[src/rtl/bel_fft_seq_ctrl.sv]
// Configuration sequencer for bel_fft_core: writes size/src/dst/factors/control
// over Avalon-MM, then waits for completion on the interrupt or by status polling.
module bel_fft_seq_ctrl #(
    parameter int unsigned DWIDTH    = 32,
    parameter int unsigned AWIDTH    = 4,
    parameter int unsigned BCNT      = DWIDTH / 8,
    parameter int unsigned NFACT     = 5,
    parameter int unsigned A_CTRL    = 0,
    parameter int unsigned A_STAT    = 1,
    parameter int unsigned A_SIZE    = 2,
    parameter int unsigned A_SRC     = 3,
    parameter int unsigned A_DST     = 4,
    parameter int unsigned A_FACT0   = 5,
    parameter int unsigned POLL_MODE = 0,
    parameter int unsigned POLL_GAP  = 4,
    parameter int unsigned TIMEOUT   = 65535
) (
    input  logic                    i_clk,
    input  logic                    i_rst,
    input  logic                    i_start,
    input  logic                    i_inverse,
    input  logic [DWIDTH-1:0]       i_fft_size,
    input  logic [DWIDTH-1:0]       i_src_addr,
    input  logic [DWIDTH-1:0]       i_dst_addr,
    input  logic [NFACT*DWIDTH-1:0] i_factors,
    input  logic                    i_int,
    output logic [AWIDTH-1:0]       o_s_address,
    output logic [DWIDTH-1:0]       o_s_writedata,
    output logic                    o_s_write,
    output logic                    o_s_read,
    output logic [BCNT-1:0]         o_s_byteenable,
    input  logic [DWIDTH-1:0]       i_s_readdata,
    input  logic                    i_s_waitrequest,
    input  logic                    i_s_readdatavalid,
    output logic                    o_busy,
    output logic                    o_done,
    output logic                    o_error,
    output logic [DWIDTH-1:0]       o_status
);

    localparam int unsigned NWR      = NFACT + 4;
    localparam int unsigned IDX_W    = $clog2(NWR);
    localparam int unsigned FW       = NFACT * DWIDTH;
    localparam int unsigned CNT_W    = (TIMEOUT == 0) ? 1 : $clog2(TIMEOUT + 1);
    localparam int unsigned GAP_W    = (POLL_GAP > 1) ? $clog2(POLL_GAP) : 1;
    localparam int unsigned GAP_LAST = (POLL_GAP == 0) ? 0 : POLL_GAP - 1;
    localparam bit          TO_EN    = (TIMEOUT != 0);

    typedef enum logic [2:0] {
        S_IDLE, S_WR, S_WAIT, S_RD, S_RDV, S_GAP, S_DONE, S_ERR
    } state_t;

    state_t              state_q, state_d;
    logic [IDX_W-1:0]    idx_q, idx_d;
    logic [CNT_W-1:0]    cnt_q, cnt_d;
    logic [GAP_W-1:0]    gap_q, gap_d;
    logic                inv_q, inv_d;
    logic [DWIDTH-1:0]   size_q, size_d, src_q, src_d, dst_q, dst_d;
    logic [FW-1:0]       fact_q, fact_d;
    logic [AWIDTH-1:0]   addr_q, addr_d;
    logic [DWIDTH-1:0]   wdata_q, wdata_d;
    logic                write_q, write_d, read_q, read_d;
    logic [BCNT-1:0]     be_q, be_d;
    logic                busy_q, busy_d, done_q, done_d, error_q, error_d;
    logic [DWIDTH-1:0]   status_q, status_d;
    logic                timed_out;
    logic [CNT_W-1:0]    cnt_inc;

    // Register address for write slot idx.
    function automatic logic [AWIDTH-1:0] wr_addr(input logic [IDX_W-1:0] idx);
        logic [AWIDTH-1:0] a;
        if (idx == IDX_W'(0))            a = AWIDTH'(A_SIZE);
        else if (idx == IDX_W'(1))       a = AWIDTH'(A_SRC);
        else if (idx == IDX_W'(2))       a = AWIDTH'(A_DST);
        else if (idx == IDX_W'(NWR - 1)) a = AWIDTH'(A_CTRL);
        else                             a = AWIDTH'(A_FACT0 + 32'(idx) - 32'd3);
        return a;
    endfunction

    // Write data for slot idx; control word carries start, int-enable and inverse.
    function automatic logic [DWIDTH-1:0] wr_data(
        input logic [IDX_W-1:0]  idx,
        input logic              inv,
        input logic [DWIDTH-1:0] size,
        input logic [DWIDTH-1:0] src,
        input logic [DWIDTH-1:0] dst,
        input logic [FW-1:0]     fact
    );
        logic [DWIDTH-1:0] d;
        d = '0;
        if (idx == IDX_W'(0))      d = size;
        else if (idx == IDX_W'(1)) d = src;
        else if (idx == IDX_W'(2)) d = dst;
        else if (idx == IDX_W'(NWR - 1)) begin
            d[0]  = 1'b1;
            d[8]  = (POLL_MODE == 0);
            d[16] = inv;
        end else begin
            d = fact[(32'(idx) - 32'd3) * DWIDTH +: DWIDTH];
        end
        return d;
    endfunction

    assign timed_out = TO_EN && (cnt_q == CNT_W'(TIMEOUT));
    assign cnt_inc   = timed_out ? cnt_q : cnt_q + CNT_W'(1);

    always_comb begin
        state_d  = state_q;
        idx_d    = idx_q;
        cnt_d    = cnt_q;
        gap_d    = gap_q;
        inv_d    = inv_q;
        size_d   = size_q;
        src_d    = src_q;
        dst_d    = dst_q;
        fact_d   = fact_q;
        busy_d   = busy_q;
        error_d  = error_q;
        status_d = status_q;
        done_d   = 1'b0;
        write_d  = 1'b0;
        read_d   = 1'b0;
        addr_d   = '0;
        wdata_d  = '0;
        be_d     = '0;

        case (state_q)
            S_IDLE: begin
                if (i_start) begin
                    state_d  = S_WR;
                    idx_d    = '0;
                    inv_d    = i_inverse;
                    size_d   = i_fft_size;
                    src_d    = i_src_addr;
                    dst_d    = i_dst_addr;
                    fact_d   = i_factors;
                    error_d  = 1'b0;
                    status_d = '0;
                    busy_d   = 1'b1;
                    write_d  = 1'b1;
                end
            end
            S_WR: begin
                write_d = 1'b1;
                if (!i_s_waitrequest) begin
                    if (idx_q == IDX_W'(NWR - 1)) begin
                        write_d = 1'b0;
                        cnt_d   = '0;
                        if (POLL_MODE != 0) begin
                            state_d = S_RD;
                            read_d  = 1'b1;
                        end else begin
                            state_d = S_WAIT;
                        end
                    end else begin
                        idx_d = idx_q + IDX_W'(1);
                    end
                end
            end
            S_WAIT: begin
                cnt_d = cnt_inc;
                if (i_int) begin
                    state_d = S_DONE;
                    done_d  = 1'b1;
                    busy_d  = 1'b0;
                end else if (timed_out) begin
                    state_d = S_ERR;
                    done_d  = 1'b1;
                    error_d = 1'b1;
                    busy_d  = 1'b0;
                end
            end
            S_RD: begin
                cnt_d  = cnt_inc;
                read_d = i_s_waitrequest;
                if (!i_s_waitrequest) state_d = S_RDV;
            end
            S_RDV: begin
                cnt_d = cnt_inc;
                if (i_s_readdatavalid) begin
                    status_d = i_s_readdata;
                    if (i_s_readdata[0]) begin
                        state_d = S_DONE;
                        done_d  = 1'b1;
                        busy_d  = 1'b0;
                    end else if (timed_out) begin
                        state_d = S_ERR;
                        done_d  = 1'b1;
                        error_d = 1'b1;
                        busy_d  = 1'b0;
                    end else if (POLL_GAP == 0) begin
                        state_d = S_RD;
                        read_d  = 1'b1;
                    end else begin
                        state_d = S_GAP;
                        gap_d   = '0;
                    end
                end
            end
            S_GAP: begin
                cnt_d = cnt_inc;
                if (timed_out) begin
                    state_d = S_ERR;
                    done_d  = 1'b1;
                    error_d = 1'b1;
                    busy_d  = 1'b0;
                end else if (gap_q == GAP_W'(GAP_LAST)) begin
                    state_d = S_RD;
                    read_d  = 1'b1;
                end else begin
                    gap_d = gap_q + GAP_W'(1);
                end
            end
            S_DONE, S_ERR: state_d = S_IDLE;
            default:       state_d = S_IDLE;
        endcase

        // Bus fields follow the next-cycle strobe so they are stable while stalled.
        if (write_d) begin
            addr_d  = wr_addr(idx_d);
            wdata_d = wr_data(idx_d, inv_d, size_d, src_d, dst_d, fact_d);
        end else if (read_d) begin
            addr_d = AWIDTH'(A_STAT);
        end
        if (write_d || read_d) be_d = '1;
    end

    always_ff @(posedge i_clk or posedge i_rst) begin
        if (i_rst) begin
            state_q  <= S_IDLE;
            idx_q    <= '0;
            cnt_q    <= '0;
            gap_q    <= '0;
            inv_q    <= 1'b0;
            size_q   <= '0;
            src_q    <= '0;
            dst_q    <= '0;
            fact_q   <= '0;
            addr_q   <= '0;
            wdata_q  <= '0;
            write_q  <= 1'b0;
            read_q   <= 1'b0;
            be_q     <= '0;
            busy_q   <= 1'b0;
            done_q   <= 1'b0;
            error_q  <= 1'b0;
            status_q <= '0;
        end else begin
            state_q  <= state_d;
            idx_q    <= idx_d;
            cnt_q    <= cnt_d;
            gap_q    <= gap_d;
            inv_q    <= inv_d;
            size_q   <= size_d;
            src_q    <= src_d;
            dst_q    <= dst_d;
            fact_q   <= fact_d;
            addr_q   <= addr_d;
            wdata_q  <= wdata_d;
            write_q  <= write_d;
            read_q   <= read_d;
            be_q     <= be_d;
            busy_q   <= busy_d;
            done_q   <= done_d;
            error_q  <= error_d;
            status_q <= status_d;
        end
    end

    assign o_s_address    = addr_q;
    assign o_s_writedata  = wdata_q;
    assign o_s_write      = write_q;
    assign o_s_read       = read_q;
    assign o_s_byteenable = be_q;
    assign o_busy         = busy_q;
    assign o_done         = done_q;
    assign o_error        = error_q;
    assign o_status       = status_q;

endmodule

[config.mk]
export PLATFORM = sky130hd
export DESIGN_NAME = bel_fft_seq_ctrl
export DESIGN_NICKNAME = d
export VERILOG_FILES = /design/src/rtl/bel_fft_seq_ctrl.sv
export SDC_FILE = /design/constraint.sdc
export NUM_CORES = 1
export LEC_CHECK = 0
export BUFFER_PORTS_ARGS = -buffer_cell sky130_fd_sc_hd__buf_4
export CELL_PAD_IN_SITES_DETAIL_PLACEMENT = 0
export CELL_PAD_IN_SITES_GLOBAL_PLACEMENT = 1
export CORE_ASPECT_RATIO = 0.7
export CORE_MARGIN = 5
export CORE_UTILIZATION = 39
export CTS_BUF_LIST = sky130_fd_sc_hd__clkbuf_8
export DETAILED_ROUTE_END_ITERATION = 16
export GPL_TIMING_DRIVEN = 0
export PLACE_DENSITY = 0.86
export SLEW_MARGIN = 0
export SYNTH_ARGS = -nofsm -noshare
export SYNTH_HDL_FRONTEND = slang
export SYNTH_SLANG_ARGS = --single-unit
[constraint.sdc]
create_clock -name i_clk -period 10.9 [get_ports i_clk]
set_input_delay 1.09 -clock i_clk [delete_from_list [all_inputs] [get_ports i_clk]]
set_output_delay 1.09 -clock i_clk [all_outputs]
set_load 0.02 [all_outputs]
==> results of run 1 <==
[power by group]
part	leakage [nW]	total, mW	switching (mW)	internal (mW)
logic	5.30	3.51	2.17	1.34
clock network	0.749	1.33	0.553	0.778
registers	4.49	2.10	0.202	1.90
[registers in the layout (all words and copies together) (netlist names), 2 cells and up]
signal,cells
fact_q,160
dst_q,32
o_s_writedata,32
o_status,32
size_q,32
src_q,32
cnt_q,16
idx_q,4
o_s_address,4
state_q,3
gap_q,2
[per-layer routing]
| layer | track usage (%) | vias to the layer above |
|---|---|---|
| met1 | 34.36 | 6803 |
| met5 | 0 | - |
| li1 | - | 6515 |
| met2 | 35.44 | 445 |
| met4 | 5.614 | 2 |
| met3 | 4.872 | 66 |
[worst register-to-register path, cell delays in order, from the launching register on]
cell,delay [ns]
dfrtp_1,0.39
buf_2,0.18
nor4b_1,0.54
buf_2,0.34
buf_2,0.32
buf_4,0.29
buf_2,0.36
buf_2,0.34
nor3_1,0.09
a21oi_1,0.29
inv_1,0.21
ha_1,0.33
clkbuf_1,0.22
inv_1,0.12
clkbuf_1,0.58
clkbuf_1,0.44
clkbuf_1,0.39
nand2_1,0.11
o32ai_1,0.47
a221oi_1,0.22
nor4_1,0.39
[cells in the mapped netlist, drive strengths merged, types with 3 or more instances]
| cell type | count | area share [%] |
|---|---|---|
| a2111oi | 4 | 0.37 |
| a21o | 19 | 0.85 |
| a21oi | 16 | 0.50 |
| a221oi | 10 | 0.52 |
| a31oi | 22 | 0.82 |
| and3 | 3 | 0.11 |
| buf | 54 | 1.9 |
| clkbuf | 60 | 1.3 |
| dfrtp | 356 | 53 |
| ha | 10 | 0.75 |
| inv | 23 | 0.53 |
| mux2 | 137 | 9.2 |
| mux2i | 41 | 2.5 |
| mux4 | 11 | 1.5 |
| nand2 | 465 | 10 |
| nand2b | 38 | 1.4 |
| nand3 | 9 | 0.27 |
| nand3b | 4 | 0.18 |
| nand4 | 4 | 0.15 |
| nor2 | 70 | 1.6 |
| nor2b | 5 | 0.19 |
| nor3 | 89 | 2.9 |
| nor4 | 15 | 0.65 |
| o21a | 21 | 0.94 |
| o21ai | 57 | 1.7 |
| o31a | 15 | 0.84 |
| o31ai | 12 | 0.54 |
| o32ai | 10 | 0.52 |
| or2 | 3 | 0.11 |
| or2b | 3 | 0.13 |
| or3 | 26 | 1.0 |
| xnor2 | 14 | 0.73 |
[cell usage in the layout, fill, tap and decap left out, types with 35 or more instances in the layout]
cell,synthesis,routed
clkbuf_8,0,78
mux2_2,137,137
buf_2,35,35
clkbuf_1,60,60
dfrtp_1,356,356
mux2i_1,41,41
buf_4,12,382
nand2_1,464,464
nand2b_1,38,38
nor3_1,85,85
nor2_1,70,70
o21ai_0,56,56
[logic make-up (layout without fill, tap and decap cells)]
group | count (synthesis) | count (layout)
and+or+nand+nor | 740 | 740
DFF | 356 | 356
AOI/OAI and AO/OA | 204 | 204
muxes | 189 | 189
buffers and inverters | 137 | 622
xor gates and xnor gates | 16 | 16
adders and majority gates | 10 | 10
other | 0 | 2
[layout make-up]
cell class | instances | area, um^2
Buffer | 114 | 546.8
Fill cell | 3903 | 20620
Clock buffer | 78 | 1074
Antenna cell | 2 | 5.005
Inverter | 23 | 92.59
Multi-Input combinational cell | 1159 | 7158
Sequential cell | 356 | 8909
Tap cell | 552 | 690.7
Clock inverter | 28 | 274.0
Timing Repair Buffer | 379 | 2958
[through the flow]
stage,utilization [%],std cells,instance area [um^2],worst slack (ns)
global placement,47.66,2574,20170,3.021
detailed placement,48.09,2583,20350,3.504
floorplan,-,1652,16710,5.040
finish,51.28,2691,21710,4.121
CTS,51.27,2689,21700,4.097
global route,51.28,2691,21710,3.604
[worst max-delay path by stage]
stage               depth (start not counted)  slack (ns)                         end              startpoint
finish                                     20        4.12  o_s_writedata[2]$_DFF_PP0_  state_q[1]$_DFFE_PP0P_
floorplan                                   1        5.04        cnt_q[0]$_DFFE_PP0P_                   i_rst
global placement                            2        3.02         src_q[25]$_DFF_PP0_                   i_rst
global route                               20        3.60  o_s_writedata[6]$_DFF_PP0_  state_q[1]$_DFFE_PP0P_
CTS                                        20        4.10  o_s_writedata[6]$_DFF_PP0_  state_q[1]$_DFFE_PP0P_
detailed placement                         20        3.50  o_s_writedata[6]$_DFF_PP0_                 i_start
==> flow_summary.yaml, run 1 <==
critical_path:
  slowest_stage: "clkbuf_1"
  path_delay_family: "buffers and inverters"
  critical-path-top-cell-by-count: "buf_2"
  timing.critical_path.cells: "buf_2 -> nor4b_1 -> buf_2 -> buf_2 -> buf_4 -> buf_2 -> buf_2 -> nor3_1 -> a21oi_1 -> inv_1 -> ha_1 -> clkbuf_1 -> inv_1 -> clkbuf_1 -> clkbuf_1 -> clkbuf_1 -> nand2_1 -> o32ai_1 -> a221oi_1 -> nor4_1"
  timing.critical_path.arrival_ns: 7.22
  worst-r2r-setup-slack_ns: 4.12
  critPathKind: "flop to flop"
  worst_r2r_path_depth: 20
  critical_path.reg2reg.endpoint: "o_s_writedata[2]$_DFF_PP0_"
  startpoint_type: "flop"
  cp_num_buf_inv: 12
  rr_startpoint: "state_q[1]$_DFFE_PP0P_"
  max_stage_delay_ns: 0.58
  crit_path_end_kind: "flop"
  worst-path-max-fanout: 10
  required_ns: 11.34
yosys:
  yosys_most_used_dff: "dfrtp_1"
  synth_area_um2: 16700
  synth_sequential_area_ratio_pct: 53.34
  async_reset_ff_share_pct: 100.0
  basic_gate_share_of_the_synthesized_area_counting_and_or_nand_and_nor_cells_pct: 19.48
  combinational_family_with_the_most_area_after_synthesis: "simple AND/OR/NAND/NOR gates"
  synth-xor-area-share_pct: 0.8390
  synth_area_per_cell_um2: 10.11
  synth.mux.area_fraction_pct: 13.18
  synth-compound-area-share_pct: 8.615
  ys_warn_count: 0
  synth-edff-count: 0
  synth.net_count: 1957
  ys_seq_elements: 356
  ys_types: 70
  post_synth_inst_count: 1652
  synth_fa_ha_area_share_pct: 0.7491
floorplanning:
  core_area_um2: 42330
  placement_rows: 63
  start_util_pct: 39.46
  chipWidth_um: 257.3
  dieHeight_um: 183.1
  top_level_ports: 372
  overall_die_area_um2: 47130
sta:
  worst_hold_slack_ns: 0.4715
  relSlewSlack_pct: 43.55
  hold_viol_final: 0
  number_of_pins_with_negative_max_slew_slack_in_the_final_report: 0
  timing_worst_slew_pin_value_ns: 0.8404
  setup_viol: 0
  fin_crit_sh_pct: 62.19
  final.min_clock_period_ns: 6.779
  rsz_0062_raised_after_global_routing: "false"
  timing.fmax_mhz: 147.5
  final.setup_skew_ns: 0.02494
  timing.setup.tns_ns: 0
clocking:
  cts.htree.levels: 2
  cts_buffer_depth: 3
  clk_latency_ns: 0.62
  post_cts_resized: 0
  clk_transition_reported_paths_ns: 0.06
  cts-hold-fix-buffers: 0
  cts_setup_buffers: 0
  cell_at_the_root_of_the_clock_tree: "clkbuf_8"
  cts_tree: "done"
  cts-buffers-inserted: 58
  tritoncts_num_sinks: 356
routing:
  antenna_left: 0
  initialDrtViolationCount: 865
  met1_wire_length_mm: 26.55
  drt_pass1_iterations: 6
  routed_vias: 13830
  routed_wirelength_mm: 56.67
  routed_wire_length_per_instance_um: 21.06
  highest_layer: "met5"
  detailroute.wirelength.met2_mm: 25.15
  remaining_drc_errors: 0
  detailroute.wirelength.met3_mm: 3.818
  vias_per_cell: 5.140
outcome:
  status: "complete, no violations"
pwr:
  power_density_nw_per_um2: 319.6
  p_leak_nw: 10.54
  post-layout-total-power_mw: 6.938
  irDropWorstVdd_v: 0.0001394
placed_design:
  io_buffer_count: 370
  gp_routability_congestion: 0.8985
  dp_hpwl_mm: 44.07
run:
  max_cap_violations: 0
global_routing:
  grtUsageTotal_pct: 23.25
  grt_pass1_vias: 14290
  grt_first_pass_wirelength_mm: 85.35
  globalRouteOverflowTotal: 0
  antenna_found_initial: 3
  grt_max_degree: 46
finish:
  syn2layout_area_growth_pct: 29.96
  num-nets-final: 2396
  fraction_of_layout_cells_with_a_size_suffix_above_1_pct: 32.29
worst_hold_path:
  holdCritStartpoint: "fact_q[5]$_DFF_PP0_"
  hold_path_class: "flop to flop"
  timing.hold.worst_endpoint: "fact_q[5]$_DFF_PP0_"
  min_delay_path_depth: 2
No activity file was read; power rests on OpenSTA's default activity.
==> run 2, diff against run 1 <==
- ABC_AREA: default -> 1
- CORE_UTILIZATION: 39 -> 37
- PLACE_DENSITY: 0.86 -> 0.85
- clock period: 10.9 -> 5.8 ns (I/O delays scaled with it)
==> run 2 against run 1 <==
Effect of this change:
- utilization decreased by 3.0 points
- first-iteration DRC count increased by 23%
- final cell count up 31%
- hold slack lost 0.35 ns
- via count up 20%
- critical path depth fell by 1
- largest cell class unchanged
==> flow_summary.yaml, run 2 <==
yosys:
  synth-xor-area-share_pct: 0.1878
  post-synth-top-area-fraction_pct: 49.52
  combinational_family_with_the_most_area_after_synthesis: "simple AND/OR/NAND/NOR gates"
  ys_top_cells_by_area: "dfrtp_1 50%, nand2_1 14%, inv_1 10%"
  basic_gate_share_of_the_synthesized_area_counting_and_or_nand_and_nor_cells_pct: 25.80
  ys_types: 46
  yosysMostFrequentCell: "nand2_1"
  async_reset_ff_share_pct: 100.0
  synth_fa_ha_area_share_pct: 0.6955
  ys_warn_count: 0
  synth-compound-area-share_pct: 8.416
  yosys_most_used_dff: "dfrtp_1"
  synth_top_cells_by_count: "648 x nand2_1, 482 x inv_1, 356 x dfrtp_1, 251 x nand3_1, 222 x o21ai_0"
  ys_seq_elements: 356
  synth.mux.area_fraction_pct: 1.947
  synth_sequential_area_ratio_pct: 49.52
  synth-edff-count: 0
  synth_area_per_cell_um2: 7.591
  synth.net_count: 2675
  synth_area_um2: 17990
  synth_top_area_cell: "dfrtp_1"
  post_synth_inst_count: 2370
critical_path:
  setup.worst_path.end: "o_s_writedata[27]$_DFF_PP0_"
  required_ns: 6.31
  crit_start: "idx_q[0]$_DFF_PP0_"
  worst-path-max-fanout: 12
  timing.critical_path.cells: "inv_1 -> ha_1 -> nand3_2 -> nand3_1 -> nand3_4 -> nand2_2 -> buf_2 -> ha_1 -> clkbuf_1 -> clkinv_1 -> nand2_1 -> clkbuf_1 -> nor2_1 -> nand2_1 -> nand2_1 -> nand3_1 -> nand2_1 -> nand2_1 -> a21oi_2"
  worst-r2r-setup-slack_ns: 1.73
  startpoint_type: "flop"
  critical_path.reg2reg.endpoint: "o_s_writedata[27]$_DFF_PP0_"
  worst_r2r_path_depth: 19
  max_stage_delay_ns: 0.44
  rr_startpoint: "idx_q[0]$_DFF_PP0_"
  critical-path-top-cell-by-count: "nand2_1"
  slowest_stage: "dfrtp_1"
  critPathKind: "flop to flop"
  timing.critical_path.arrival_ns: 4.58
  crit_path_end_kind: "flop"
floorplanning:
  start_util_pct: 37.52
  chipWidth_um: 273.6
  top_level_ports: 372
  placement_rows: 67
  dieHeight_um: 194.5
  core_area_um2: 47950
  overall_die_area_um2: 53200
clocking:
  cts.htree.levels: 2
  cts_tree: "done"
  cts_buffer_depth: 3
  clk_latency_ns: 0.63
  cell_at_the_root_of_the_clock_tree: "clkbuf_8"
  cts_setup_buffers: 0
  post_cts_resized: 0
  clk_transition_reported_paths_ns: 0.07
  tritoncts_num_sinks: 356
  cts-hold-fix-buffers: 0
  cts-buffers-inserted: 60
placed_design:
  io_buffer_count: 371
  post_dp_cell_area_um2: 21810
  gp_routability_congestion: 0.8835
  dp_hpwl_mm: 47.99
  numPlacedInstances: 3406
finish:
  postLayoutCoreUtil_pct: 48.25
  layout.cells.most_common_list: "648 x nand2_1, 497 x inv_1, 381 x buf_4"
  num-nets-final: 3118
  fill_cells: 4838
  multi_input_area_um2: 6664
  final_area_um2: 23130
  fraction_of_layout_cells_with_a_size_suffix_above_1_pct: 20.64
  top_register: "fact_q"
  layoutNonFillerInstCount: 3520
  sequential_cell_area_um2: 8909
  largest_register_ffs: 160
  syn2layout_area_growth_pct: 28.60
  final_common_cell: "nand2_1"
run:
  max_cap_violations: 0
pwr:
  post-layout-total-power_mw: 13.12
  intPower_mw: 7.023
  power.combinational.fraction_pct: 51.9
  power.net_switching_mw: 6.093
  clkPwrFrac_pct: 18.6
  switch_share_pct: 46.46
  power_density_nw_per_um2: 566.9
  power_frac_seq_pct: 29.5
  p_leak_nw: 12.54
  irDropWorstVdd_v: 0.0002228
sta:
  setup_viol: 0
  final.setup_skew_ns: 0.01867
  timing.fmax_mhz: 245.6
  number_of_pins_with_negative_max_slew_slack_in_the_final_report: 0
  rsz_0062_raised_after_global_routing: "false"
  relSlewSlack_pct: 43.35
  hold_viol_final: 0
  fin_crit_sh_pct: 70.19
  timing_worst_slew_pin_value_ns: 0.8409
  final.min_clock_period_ns: 4.071
global_routing:
  globalRouteOverflowTotal: 0
  top_usage_layer: "met2"
  grtUsageTotal_pct: 22.66
  grt_pass1_vias: 17000
  antenna_found_initial: 6
  grt_max_degree: 41
  grt_use_met3_pct: 4.413
  globalRouteMet2Util_pct: 35.78
  grt_first_pass_wirelength_mm: 95.05
  gr_met1_demand_resource_pct: 32.36
worst_hold_path:
  hold_path_class: "input pin to async pin"
routing:
  initialDrtViolationCount: 1064
  routed_wire_length_per_instance_um: 17.45
  antenna_left: 0
  vias_per_cell: 4.720
  routed_wirelength_mm: 61.44
  drt_pass1_iterations: 5
  remaining_drc_errors: 0
  routed_vias: 16610
outcome:
  status: "complete, no violations"
[run 2: changes by cell type in the layout (fill, tap and decap cells not counted), moves of 22 or more]
cell,delta
mux2_2,-137
or2_0,+40
nand2_1,+184
o21ai_0,+166
inv_1,+463
a21oi_1,+34
nand3_1,+242
or3_1,-25
a31oi_1,-22
nor3_1,-78
nand2b_1,-38
[run 2: worst min-delay path by stage]
| stage | startpoint | to | slack, ns | cells past startpoint |
|---|---|---|---|---|
| finish | i_rst | fact_q[117]$_DFF_PP0_ | 0.12 | 2 |
| global route | i_dst_addr[24] | dst_q[24]$_DFF_PP0_ | 0.13 | 3 |
| CTS | i_rst | fact_q[147]$_DFF_PP0_ | 0.09 | 2 |
| detailed placement | dst_q[22]$_DFF_PP0_ | dst_q[22]$_DFF_PP0_ | 0.46 | 2 |
| global placement | dst_q[23]$_DFF_PP0_ | dst_q[23]$_DFF_PP0_ | 0.45 | 2 |
| floorplan | inv_q$_DFF_PP0_ | inv_q$_DFF_PP0_ | 0.44 | 2 |
[run 2: area by class of cell]
cell class | instances | area share [%]
well taps | 655 | 3.542
repair buffers | 381 | 12.94
flip-flops and latches | 356 | 38.51
plain buffers | 126 | 2.499
inverters | 490 | 7.966
multi-input cells | 1398 | 28.80
clock buffers | 83 | 4.938
clock inverters | 29 | 0.7842
diodes | 2 | 0.02163
[run 2: critical path: cells and delay by family, from the launching register on]
kind	cells	cell delay [ns]
and+or+nand+nor	11	1.55
buffers and inverters	5	1.38
adders and majority gates	2	0.53
DFF	1	0.44
AOI/OAI and AO/OA	1	0.05
[run 2: through the flow]
step	TNS (ns)	hold slack (ns)	setup WS (ns)
final	0	0.1220	1.729
after global routing	0	0.1311	1.441
after CTS	0	0.09191	1.783
after detailed placement	0	0.4558	1.613
after global placement	-612.45	0.4502	-1.759
after floorplan	0	0.4383	0.4497
[run 2: power by group through the flow]
stage          Combinational, mW  Clock, mW  Sequential, mW
6_report                    6.81       2.43            3.87
5_1_grt                     7.67       2.61            3.97
4_1_cts                     6.78       2.50            3.87
3_5_place_dp                6.74          0            3.91
3_3_place_gp                6.60          0            3.90
2_1_floorplan               4.37          0            4.01
[run 2: cells by family (layout without fill, tap and decap cells)]
kind of cell             count (synthesis)  in the layout
AO/OA/AOI/OAI                          289            289
XOR/XNOR                                 3              3
adder cells (fa/ha/maj)                 10             10
buffers and inverters                  616           1109
flip-flops                             356            356
multiplexers                            35             35
other                                    0              2
AND/OR/NAND/NOR                       1061           1061
[run 2: per-layer routing]
layer,wire (um),share of wire (%)
met1,28090,46
met2,27850,45
met3,4153,6.8
met4,1333,2.2
met5,13,0.021
